`src/rtl/systolic_ws_array.sv`:
```
// Weight-stationary ROWS x COLS systolic MAC array.
// A weight matrix is preloaded row by row, then input vectors stream in with a
// valid/ready handshake. Each accepted vector x produces y[c] = sum_r x[r]*W[r][c]
// a fixed ROWS+COLS cycles later. Input skew and output de-skew are internal, so
// the outside world sees whole vectors in and whole vectors out.

module systolic_ws_array #(
  parameter int WIDTH     = 8,
  parameter int ROWS      = 4,
  parameter int COLS      = 4,
  parameter int ACC_WIDTH = 2*WIDTH + $clog2(ROWS)
) (
  input  logic                      CLK,
  input  logic                      SYNC_RST,
  input  logic                      W_VALID,
  input  logic [COLS*WIDTH-1:0]     W_DATA,
  output logic                      W_READY,
  input  logic                      IN_VALID,
  input  logic [ROWS*WIDTH-1:0]     IN_DATA,
  input  logic                      IN_LAST,
  output logic                      IN_READY,
  output logic                      OUT_VALID,
  output logic [COLS*ACC_WIDTH-1:0] OUT_DATA,
  output logic                      OUT_LAST,
  output logic                      BUSY
);

  localparam int CNT_W    = $clog2(ROWS);
  localparam int SKEW_N   = (ROWS*(ROWS-1))/2;
  localparam int DESKEW_N = (COLS*(COLS-1))/2;
  localparam int TOK_N    = ROWS + COLS - 1;

  typedef enum logic [1:0] {
    S_IDLE,
    S_LOAD_W,
    S_COMPUTE,
    S_DRAIN
  } state_t;

  // Row r owns r skew registers packed back to back; this gives the first one.
  function automatic int skew_base(input int r);
    return (r*(r-1))/2;
  endfunction

  // Column c owns COLS-1-c de-skew registers packed back to back.
  function automatic int deskew_base(input int c);
    return c*(COLS-1) - (c*(c-1))/2;
  endfunction

  state_t                  state_q, state_d;
  logic [CNT_W-1:0]        row_cnt_q, row_cnt_d;
  logic signed [WIDTH-1:0] w_q [ROWS][COLS];
  logic signed [WIDTH-1:0] w_d [ROWS][COLS];

  logic signed [WIDTH-1:0] skew_q [SKEW_N];
  logic signed [WIDTH-1:0] skew_d [SKEW_N];
  logic signed [WIDTH-1:0] pe_x_q [ROWS][COLS-1];
  logic signed [WIDTH-1:0] pe_x_d [ROWS][COLS-1];
  logic [ACC_WIDTH-1:0]    psum_q [ROWS][COLS];
  logic [ACC_WIDTH-1:0]    psum_d [ROWS][COLS];
  logic [ACC_WIDTH-1:0]    deskew_q [DESKEW_N];
  logic [ACC_WIDTH-1:0]    deskew_d [DESKEW_N];

  logic [TOK_N-1:0]        tok_valid_q, tok_valid_d;
  logic [TOK_N-1:0]        tok_last_q, tok_last_d;

  logic                      out_valid_q, out_valid_d;
  logic                      out_last_q, out_last_d;
  logic [COLS*ACC_WIDTH-1:0] out_data_q, out_data_d;

  logic                    w_fire;
  logic                    in_fire;
  logic signed [WIDTH-1:0] row_in [ROWS];
  logic signed [WIDTH-1:0] pe_in [ROWS][COLS];
  logic [ACC_WIDTH-1:0]    psum_up [ROWS][COLS];
  logic [ACC_WIDTH-1:0]    prod_ext [ROWS][COLS];
  logic [ACC_WIDTH-1:0]    col_out [COLS];

  assign W_READY   = (state_q == S_IDLE) || (state_q == S_LOAD_W);
  assign IN_READY  = (state_q == S_COMPUTE);
  assign BUSY      = (state_q != S_IDLE);
  assign w_fire    = W_VALID && W_READY;
  assign in_fire   = IN_VALID && IN_READY;
  assign OUT_VALID = out_valid_q;
  assign OUT_LAST  = out_last_q;
  assign OUT_DATA  = out_data_q;

  // Control: weight loading sequence, batch streaming and drain tracking.
  always_comb begin
    state_d   = state_q;
    row_cnt_d = row_cnt_q;
    w_d       = w_q;
    if (w_fire) begin
      for (int c = 0; c < COLS; c++) begin
        w_d[row_cnt_q][c] = W_DATA[c*WIDTH +: WIDTH];
      end
    end
    case (state_q)
      S_IDLE: begin
        if (w_fire) begin
          state_d   = S_LOAD_W;
          row_cnt_d = CNT_W'(1);
        end
      end
      S_LOAD_W: begin
        if (w_fire) begin
          if (row_cnt_q == CNT_W'(ROWS-1)) begin
            state_d   = S_COMPUTE;
            row_cnt_d = '0;
          end else begin
            row_cnt_d = row_cnt_q + CNT_W'(1);
          end
        end
      end
      S_COMPUTE: begin
        if (in_fire && IN_LAST) begin
          state_d = S_DRAIN;
        end
      end
      S_DRAIN: begin
        if (out_valid_q && out_last_q) begin
          state_d = S_IDLE;
        end
      end
      default: begin
        state_d = S_IDLE;
      end
    endcase
  end

  // Input skew: row r sees its element r cycles after the vector is accepted.
  always_comb begin
    skew_d    = skew_q;
    row_in    = '{default: '0};
    row_in[0] = in_fire ? IN_DATA[WIDTH-1:0] : '0;
    for (int r = 1; r < ROWS; r++) begin
      skew_d[skew_base(r)] = in_fire ? IN_DATA[r*WIDTH +: WIDTH] : '0;
      for (int k = 1; k < r; k++) begin
        skew_d[skew_base(r)+k] = skew_q[skew_base(r)+k-1];
      end
      row_in[r] = skew_q[skew_base(r)+r-1];
    end
  end

  // PE grid: x moves right and partial sums move down, one register per hop.
  always_comb begin
    pe_in    = '{default: '0};
    psum_up  = '{default: '0};
    prod_ext = '{default: '0};
    psum_d   = psum_q;
    pe_x_d   = pe_x_q;
    for (int r = 0; r < ROWS; r++) begin
      pe_in[r][0] = row_in[r];
      for (int c = 1; c < COLS; c++) begin
        pe_in[r][c] = pe_x_q[r][c-1];
      end
    end
    for (int c = 0; c < COLS; c++) begin
      psum_up[0][c] = '0;
      for (int r = 1; r < ROWS; r++) begin
        psum_up[r][c] = psum_q[r-1][c];
      end
    end
    for (int r = 0; r < ROWS; r++) begin
      for (int c = 0; c < COLS; c++) begin
        prod_ext[r][c] = ACC_WIDTH'((2*WIDTH)'(pe_in[r][c]) * (2*WIDTH)'(w_q[r][c]));
        psum_d[r][c]   = psum_up[r][c] + prod_ext[r][c];
      end
      for (int c = 0; c < COLS-1; c++) begin
        pe_x_d[r][c] = pe_in[r][c];
      end
    end
  end

  // Output de-skew: early columns wait so all columns of a vector line up.
  always_comb begin
    deskew_d = deskew_q;
    col_out  = '{default: '0};
    for (int c = 0; c < COLS-1; c++) begin
      deskew_d[deskew_base(c)] = psum_q[ROWS-1][c];
      for (int k = 1; k < COLS-1-c; k++) begin
        deskew_d[deskew_base(c)+k] = deskew_q[deskew_base(c)+k-1];
      end
      col_out[c] = deskew_q[deskew_base(c)+COLS-2-c];
    end
    col_out[COLS-1] = psum_q[ROWS-1][COLS-1];
  end

  // Valid/last tokens shadow each vector through the array; output register holds.
  always_comb begin
    tok_valid_d = {tok_valid_q[TOK_N-2:0], in_fire};
    tok_last_d  = {tok_last_q[TOK_N-2:0], in_fire && IN_LAST};
    out_valid_d = tok_valid_q[TOK_N-1];
    out_last_d  = tok_valid_q[TOK_N-1] && tok_last_q[TOK_N-1];
    out_data_d  = out_data_q;
    if (tok_valid_q[TOK_N-1]) begin
      for (int c = 0; c < COLS; c++) begin
        out_data_d[c*ACC_WIDTH +: ACC_WIDTH] = col_out[c];
      end
    end
  end

  // State registers; reset wipes weights and every in-flight result.
  always_ff @(posedge CLK) begin
    if (SYNC_RST) begin
      state_q     <= S_IDLE;
      row_cnt_q   <= '0;
      w_q         <= '{default: '0};
      skew_q      <= '{default: '0};
      pe_x_q      <= '{default: '0};
      psum_q      <= '{default: '0};
      deskew_q    <= '{default: '0};
      tok_valid_q <= '0;
      tok_last_q  <= '0;
      out_valid_q <= 1'b0;
      out_last_q  <= 1'b0;
      out_data_q  <= '0;
    end else begin
      state_q     <= state_d;
      row_cnt_q   <= row_cnt_d;
      w_q         <= w_d;
      skew_q      <= skew_d;
      pe_x_q      <= pe_x_d;
      psum_q      <= psum_d;
      deskew_q    <= deskew_d;
      tok_valid_q <= tok_valid_d;
      tok_last_q  <= tok_last_d;
      out_valid_q <= out_valid_d;
      out_last_q  <= out_last_d;
      out_data_q  <= out_data_d;
    end
  end

endmodule
```
`config.mk`:
```
export PLATFORM = sky130hd
export DESIGN_NAME = systolic_ws_array
export DESIGN_NICKNAME = d
export VERILOG_FILES = /design/src/rtl/systolic_ws_array.sv
export SDC_FILE = /design/constraint.sdc
export NUM_CORES = 2
export LEC_CHECK = 0
export CAP_MARGIN = 20
export CELL_PAD_IN_SITES_DETAIL_PLACEMENT = 1
export CELL_PAD_IN_SITES_GLOBAL_PLACEMENT = 2
export CORE_MARGIN = 2
export CORE_UTILIZATION = 44
export DETAILED_ROUTE_END_ITERATION = 8
export PLACE_DENSITY_LB_ADDON = 0.1
export SYNTH_ARGS = -nofsm -noshare
export SYNTH_HDL_FRONTEND = slang
export SYNTH_SLANG_ARGS = --single-unit
```
`constraint.sdc`:
```
create_clock -name CLK -period 18.1 [get_ports CLK]
set_clock_uncertainty 0.05 [all_clocks]
set_input_delay 5.43 -clock CLK [delete_from_list [all_inputs] [get_ports CLK]]
set_output_delay 5.43 -clock CLK [all_outputs]
set_load 0.1 [all_outputs]
```
; After elaboration in Yosys (flattened, before gate mapping)
; Index checks and enable logic that the tools add are counted.
[op_classes]
reduce_logical = 13
eq_ne = 9
n_lt_le_gt_ge = 2
n_mul = 16
add_sub_neg = 13
n_mux = 22
bitwise_logic = 2
[ops]
columns = cell, n
row1 = $bwmux W128, 4
row2 = $demux W32 S2, 4
row3 = $mul A8 B8 Y16, 16
row4 = $add A18 B18 Y18, 12
row5 = $mux W32, 1
row6 = $mux W24, 1
row7 = $mux W16, 1
row8 = $mux W8, 2
row9 = $mux W2, 7
row10 = $pmux W2 S4, 1
row11 = $eq A2 B2 Y1 const B, 3
row12 = $logic_and A1 B1 Y1, 6
row13 = $ne A2 B2 Y1 const B, 3
row14 = $reduce_and A5 Y1, 1
row15 = $ne A2 B1 Y1 const B, 2
row16 = $pmux W2 S2, 1
row17 = $reduce_bool A2 Y1, 2
row18 = $ge A3 B3 Y1 const B, 1
row19 = $lt A3 B1 Y1 const B, 1
row20 = $not A2 Y3, 1
row21 = $reduce_and A3 Y1, 1
row22 = $add A2 B1 Y2 const B, 1
row23 = $eq A2 B1 Y1 const B, 1
row24 = $logic_not A2 Y1, 1
row25 = other kinds (3), 3
[word_totals]
in_bits = 69
wordCells = 140
register_bits = 760

; Depth between registers and ports, before layout
[depth]
word_depth = 9
ltp_mapped = 26
mapped_depth_nobuf = 25

; Least setup slack after synthesis
; No wires, ideal clock.
[synth_path]
path_kind = input to register
start = input IN_VALID
end = register psum_q[286] (netlist bit)
path_slack_ns = 8.245
stages = 18
required_ns = 17.931
t_arrival_ns = 9.686
path_buffers = 3
cell_sequence = and2_1 clkbuf_1 clkbuf_1 clkbuf_1 nand3_1 fa_1 fa_1 inv_1 fa_1 inv_1 fa_1 inv_1 ha_1 a21oi_1 o21ai_1 a211oi_1 a2111oi_0 o21bai_1
[synth_via]
elab_chain_len = 3
[synth_lines]
columns = element, line_no
row1 = "start, declared", 18  ; input logic IN_VALID,
row2 = $logic_and A1 B1 Y1, 83  ; assign in_fire = IN_VALID && IN_READY;
row3 = $mux W8, 135  ; row_in[0] = in_fire ? IN_DATA[WIDTH-1:0] : '0;
row4 = $mul A8 B8 Y16, 166  ; prod_ext[r][c] = ACC_WIDTH'((2*WIDTH)'(pe_in[r][c]) * (2*WIDTH)'(w_q[r][c]));
row5 = "end signal, assigned", 224  ; psum_q <= psum_d;
row6 = "end, declared", 59  ; logic [ACC_WIDTH-1:0] psum_q [ROWS][COLS];
; No other way between the ends.
; A chain may end at the register's enable or synchronous reset.

; Final worst setup path
; Same ends and word-level chain as after synthesis.

==> results.md <==
- Worst hold stages: 1
- Overall power: 0.00457 W
- Worst slew pin tran: 1070 ps
- Fin. max-slew vios: 0
- TNS Setup: 0 ps
- Area of the multi-input gates: 48800 um2
- Die height: 401 um
- CTS Buf Count: 91
- Grt total ovfl: 0
- Global-route wire length before repair: 293000 um
- Avg Synthesized Cell Area: 9.08 um2
- Final count of hold timing violations: 0
- Synth warnings: 0
- Post-CTS Repair Setup Buffers: 0
- Iter 0 DRT Violations: 2395
- FF-to-FF path depth: 24
- Clock latency at the later pin of the worst-skew pair: 720 ps
- Fillers: 18000
- Total track usage: 22.7%
- Syn nets: 9292
- Net count, final: 9367
- CTS Hold Bufs: 0
- RSZ-0062 raised after global routing: no
- Worst hold path class: register to register
- Routed Antenna Nets: 0
- Core Box Area: 157000 um2
- Compound-Gate Fraction of Synth Area: 8.29%
- Clock power frac: 43.3%
- Reg area: 15100 um2
- Post-Synth Simple-Gate Area: 18.1%
- Initial core utilization: 44.4%
- RePlAce Congestion: 0.824
- Critical Path AT: 10710 ps
- Leak Pwr: 36.9 nW
- Net Sw Frac: 30.4%
- Comb power frac: 15.5%
- Distinct cells, synth: 75
- Int Power: 0.00318 W
- Critical path required time: 18640 ps
- Wire per inst: 18.2 um
- Num ports: 146
- # clock sinks: 752
- Number of synthesized register bits: 752
- Multiplexer share of the synthesized area: 1.47%
- Layout area overhead: 9.75%
- CP max FO: 97
- Clk slew on worst S/H paths: 60 ps
- Sw power: 0.00139 W
- Synth Area in Adders: 37.8%
- Detailed-route wire length: 180000 um
- Slew headroom: 28.4%
- Max-cap viol count: 0
- Vias per cell: 5.08
- EDFF count, synth: 0
- Hold Crit Endpoint: OUT_LAST
- PD cells: 59.8 nW/um2
- Initial antenna violation count: 18
- CTS tree: built
- HP Start: tok_last_q[6]
- Post-detail-place hpwl: 147000 um
- Max VDD drop: 0.0656 mV
- Post-CTS Resized: 0
- Via count: 50100
- Final Setup Violations: 0
- Htree depth: 3
- Die area: 161000 um2
- Chip Width: 401 um
- Startpoint class of the critical path: input pin
- Sequential share of power: 41.3%
- Row cnt: 145
- XOR/XNOR Fraction of Synth Area: 4.58%
- CP Class: input pin to register
- Gate Count Post-Synth: 7658
- Largest net degree at the start of global routing: 198
- F_max: 98.4 MHz
- Prevailing post-synth register cell: dfxtp_1
- Cell area after synthesis: 69500 um2
- Sequential cell area fraction in the yosys report: 21.7%
- Reg-to-Reg Start: w_q[0]
- Utilization after layout: 48.7%
- Layout cells sized above 1: 2.63%
- Vias in the first global route: 53800
- Drt first pass iters: 5
- Crit end category: register
- Final Cycle Share: 56.2%
- Main combinational cell family by area after synthesis: adder cells
- Clk buf depth: 3
- Min Tclk post-route: 10160 ps
- Worst r2r dst: col_out[17]
- DRC viols: 0
- # port buffers: 145
- Status: completed
- Clock Tree Root: clkbuf_16
- Reg2reg setup slack: 11820 ps
- Post-synth ARST share: 0%
## critical path, cell delays in order
cell and delay, ps:
clkdlybuf4s50_1 470, and2_2 130, buf_4 640, nand3_1 230, inv_1 170, fa_1 500
inv_1 200, fa_1 460, fa_1 490, fa_1 490, inv_1 40, ha_1 340
and3_1 210, a211oi_1 460, a2111oi_0 200, o21bai_1 190
## power by group through the flow
stage	logic (W)	registers [W]	clock network, W
4_1_cts	0.000717	0.00188	0.00204
5_1_grt	0.000805	0.00190	0.00210
3_3_place_gp	0.000692	0.00192	0
2_1_floorplan	0.000525	0.00183	0
3_5_place_dp	0.000710	0.00192	0
6_report	0.000706	0.00188	0.00197
## per-stage QoR
step	std cells	instance area [um2]	hold slack [ps]	setup slack (ps)
after floorplan	7658	69500	356	8250
after global routing	9868	76300	396	7630
after detailed placement	9698	73000	374	7220
after CTS	9865	76300	368	7970
final	9871	76300	370	7940
after global placement	9698	73000	367	7380
## worst max-delay path by stage
stage / startpoint / to / slack (ps) / depth (start not counted)
6_report: IN_VALID / psum_q[286] / 7940 / 16
5_1_grt: IN_VALID / psum_q[286] / 7630 / 16
4_1_cts: IN_VALID / psum_q[286] / 7970 / 16
3_5_place_dp: IN_VALID / psum_q[286] / 7220 / 16
3_3_place_gp: IN_VALID / psum_q[286] / 7380 / 16
2_1_floorplan: IN_VALID / psum_q[286] / 8250 / 18
## metal layers
layer  vias up  global-route usage, %  wire length (um)
met3       200                   2.54              6380
met5         -                      0                13
met2       633                   36.8             81900
met1     25100                   32.5             87700
li1      24200                      -                 -
met4         2                   5.51              3970
## synthesized netlist by cell type (all sizes together), types with 12 or more instances
library cell / number / area share (%)
dfxtp: 752 / 22
a21o: 117 / 1.3
nand2: 635 / 3.4
nor2: 419 / 2.3
fa: 892 / 26
or2: 12 / 0.11
buf: 20 / 0.11
o21a: 57 / 0.62
o21bai: 45 / 0.49
ha: 673 / 12
mux2: 22 / 0.36
a21oi: 360 / 2.6
clkbuf: 161 / 0.87
a31oi: 24 / 0.22
and3: 100 / 0.90
xor2: 105 / 1.3
nor2b: 325 / 2.9
nand3: 59 / 0.42
nand2b: 82 / 0.74
and2: 612 / 5.5
o211ai: 15 / 0.16
nand4: 13 / 0.12
nor3b: 16 / 0.17
or3: 17 / 0.15
a211oi: 42 / 0.45
nor3: 101 / 0.73
o21ai: 168 / 1.2
mux2i: 77 / 1.1
inv: 1328 / 7.2
xnor2: 256 / 3.2
## sequential cells by signal, indices dropped and copies added (netlist names), 7 cells and up
| signal | cells |
|---|---|
| tok_last_q | 7 |
| w_q | 128 |
| psum_q | 208 |
| pe_in | 120 |
| skew_d | 24 |
| OUT_DATA | 72 |
| col_out | 72 |
| deskew_d | 108 |
| tok_valid_q | 7 |
## kinds of logic after synthesis
family	after synthesis
AOI/OAI and AO/OA	930
xor gates and xnor gates	362
adders and majority gates	1565
buffers and inverters	1510
DFF	752
muxes	99
and+or+nand+nor	2440
## placed cells by master (no fill, tap or decap), types with 17 or more instances in the layout
| cell | n |
|---|---|
| nor3_1 | 101 |
| inv_1 | 1327 |
| o21a_1 | 57 |
| nor2b_1 | 325 |
| nand2b_1 | 82 |
| clkdlybuf4s50_1 | 144 |
| o21ai_1 | 49 |
| a21o_1 | 117 |
| ha_1 | 673 |
| mux2i_1 | 77 |
| and2_1 | 611 |
| a211oi_1 | 42 |
| nand3_1 | 59 |
| nor2_1 | 419 |
| a31oi_1 | 24 |
| fa_1 | 892 |
| nand2_1 | 635 |
| clkbuf_16 | 91 |
| o21bai_1 | 45 |
| or3_1 | 17 |
| xor2_1 | 105 |
| and3_1 | 100 |
| xnor2_1 | 256 |
| o21ai_0 | 119 |
| dfxtp_1 | 751 |
| buf_4 | 17 |
| a21oi_1 | 360 |
| mux2_1 | 19 |
## area by class of cell
type / instances / share of cell area (%)
tap: 2058 / 3.37
antenna: 6 / 0.0197
inverter: 1329 / 6.54
sequential: 752 / 19.7
multi-input combinational: 5396 / 64.0
clock inverter: 48 / 0.941
clock buffer: 119 / 3.33
timing repair buffer: 163 / 2.10
(Power assumes the default switching activity.)
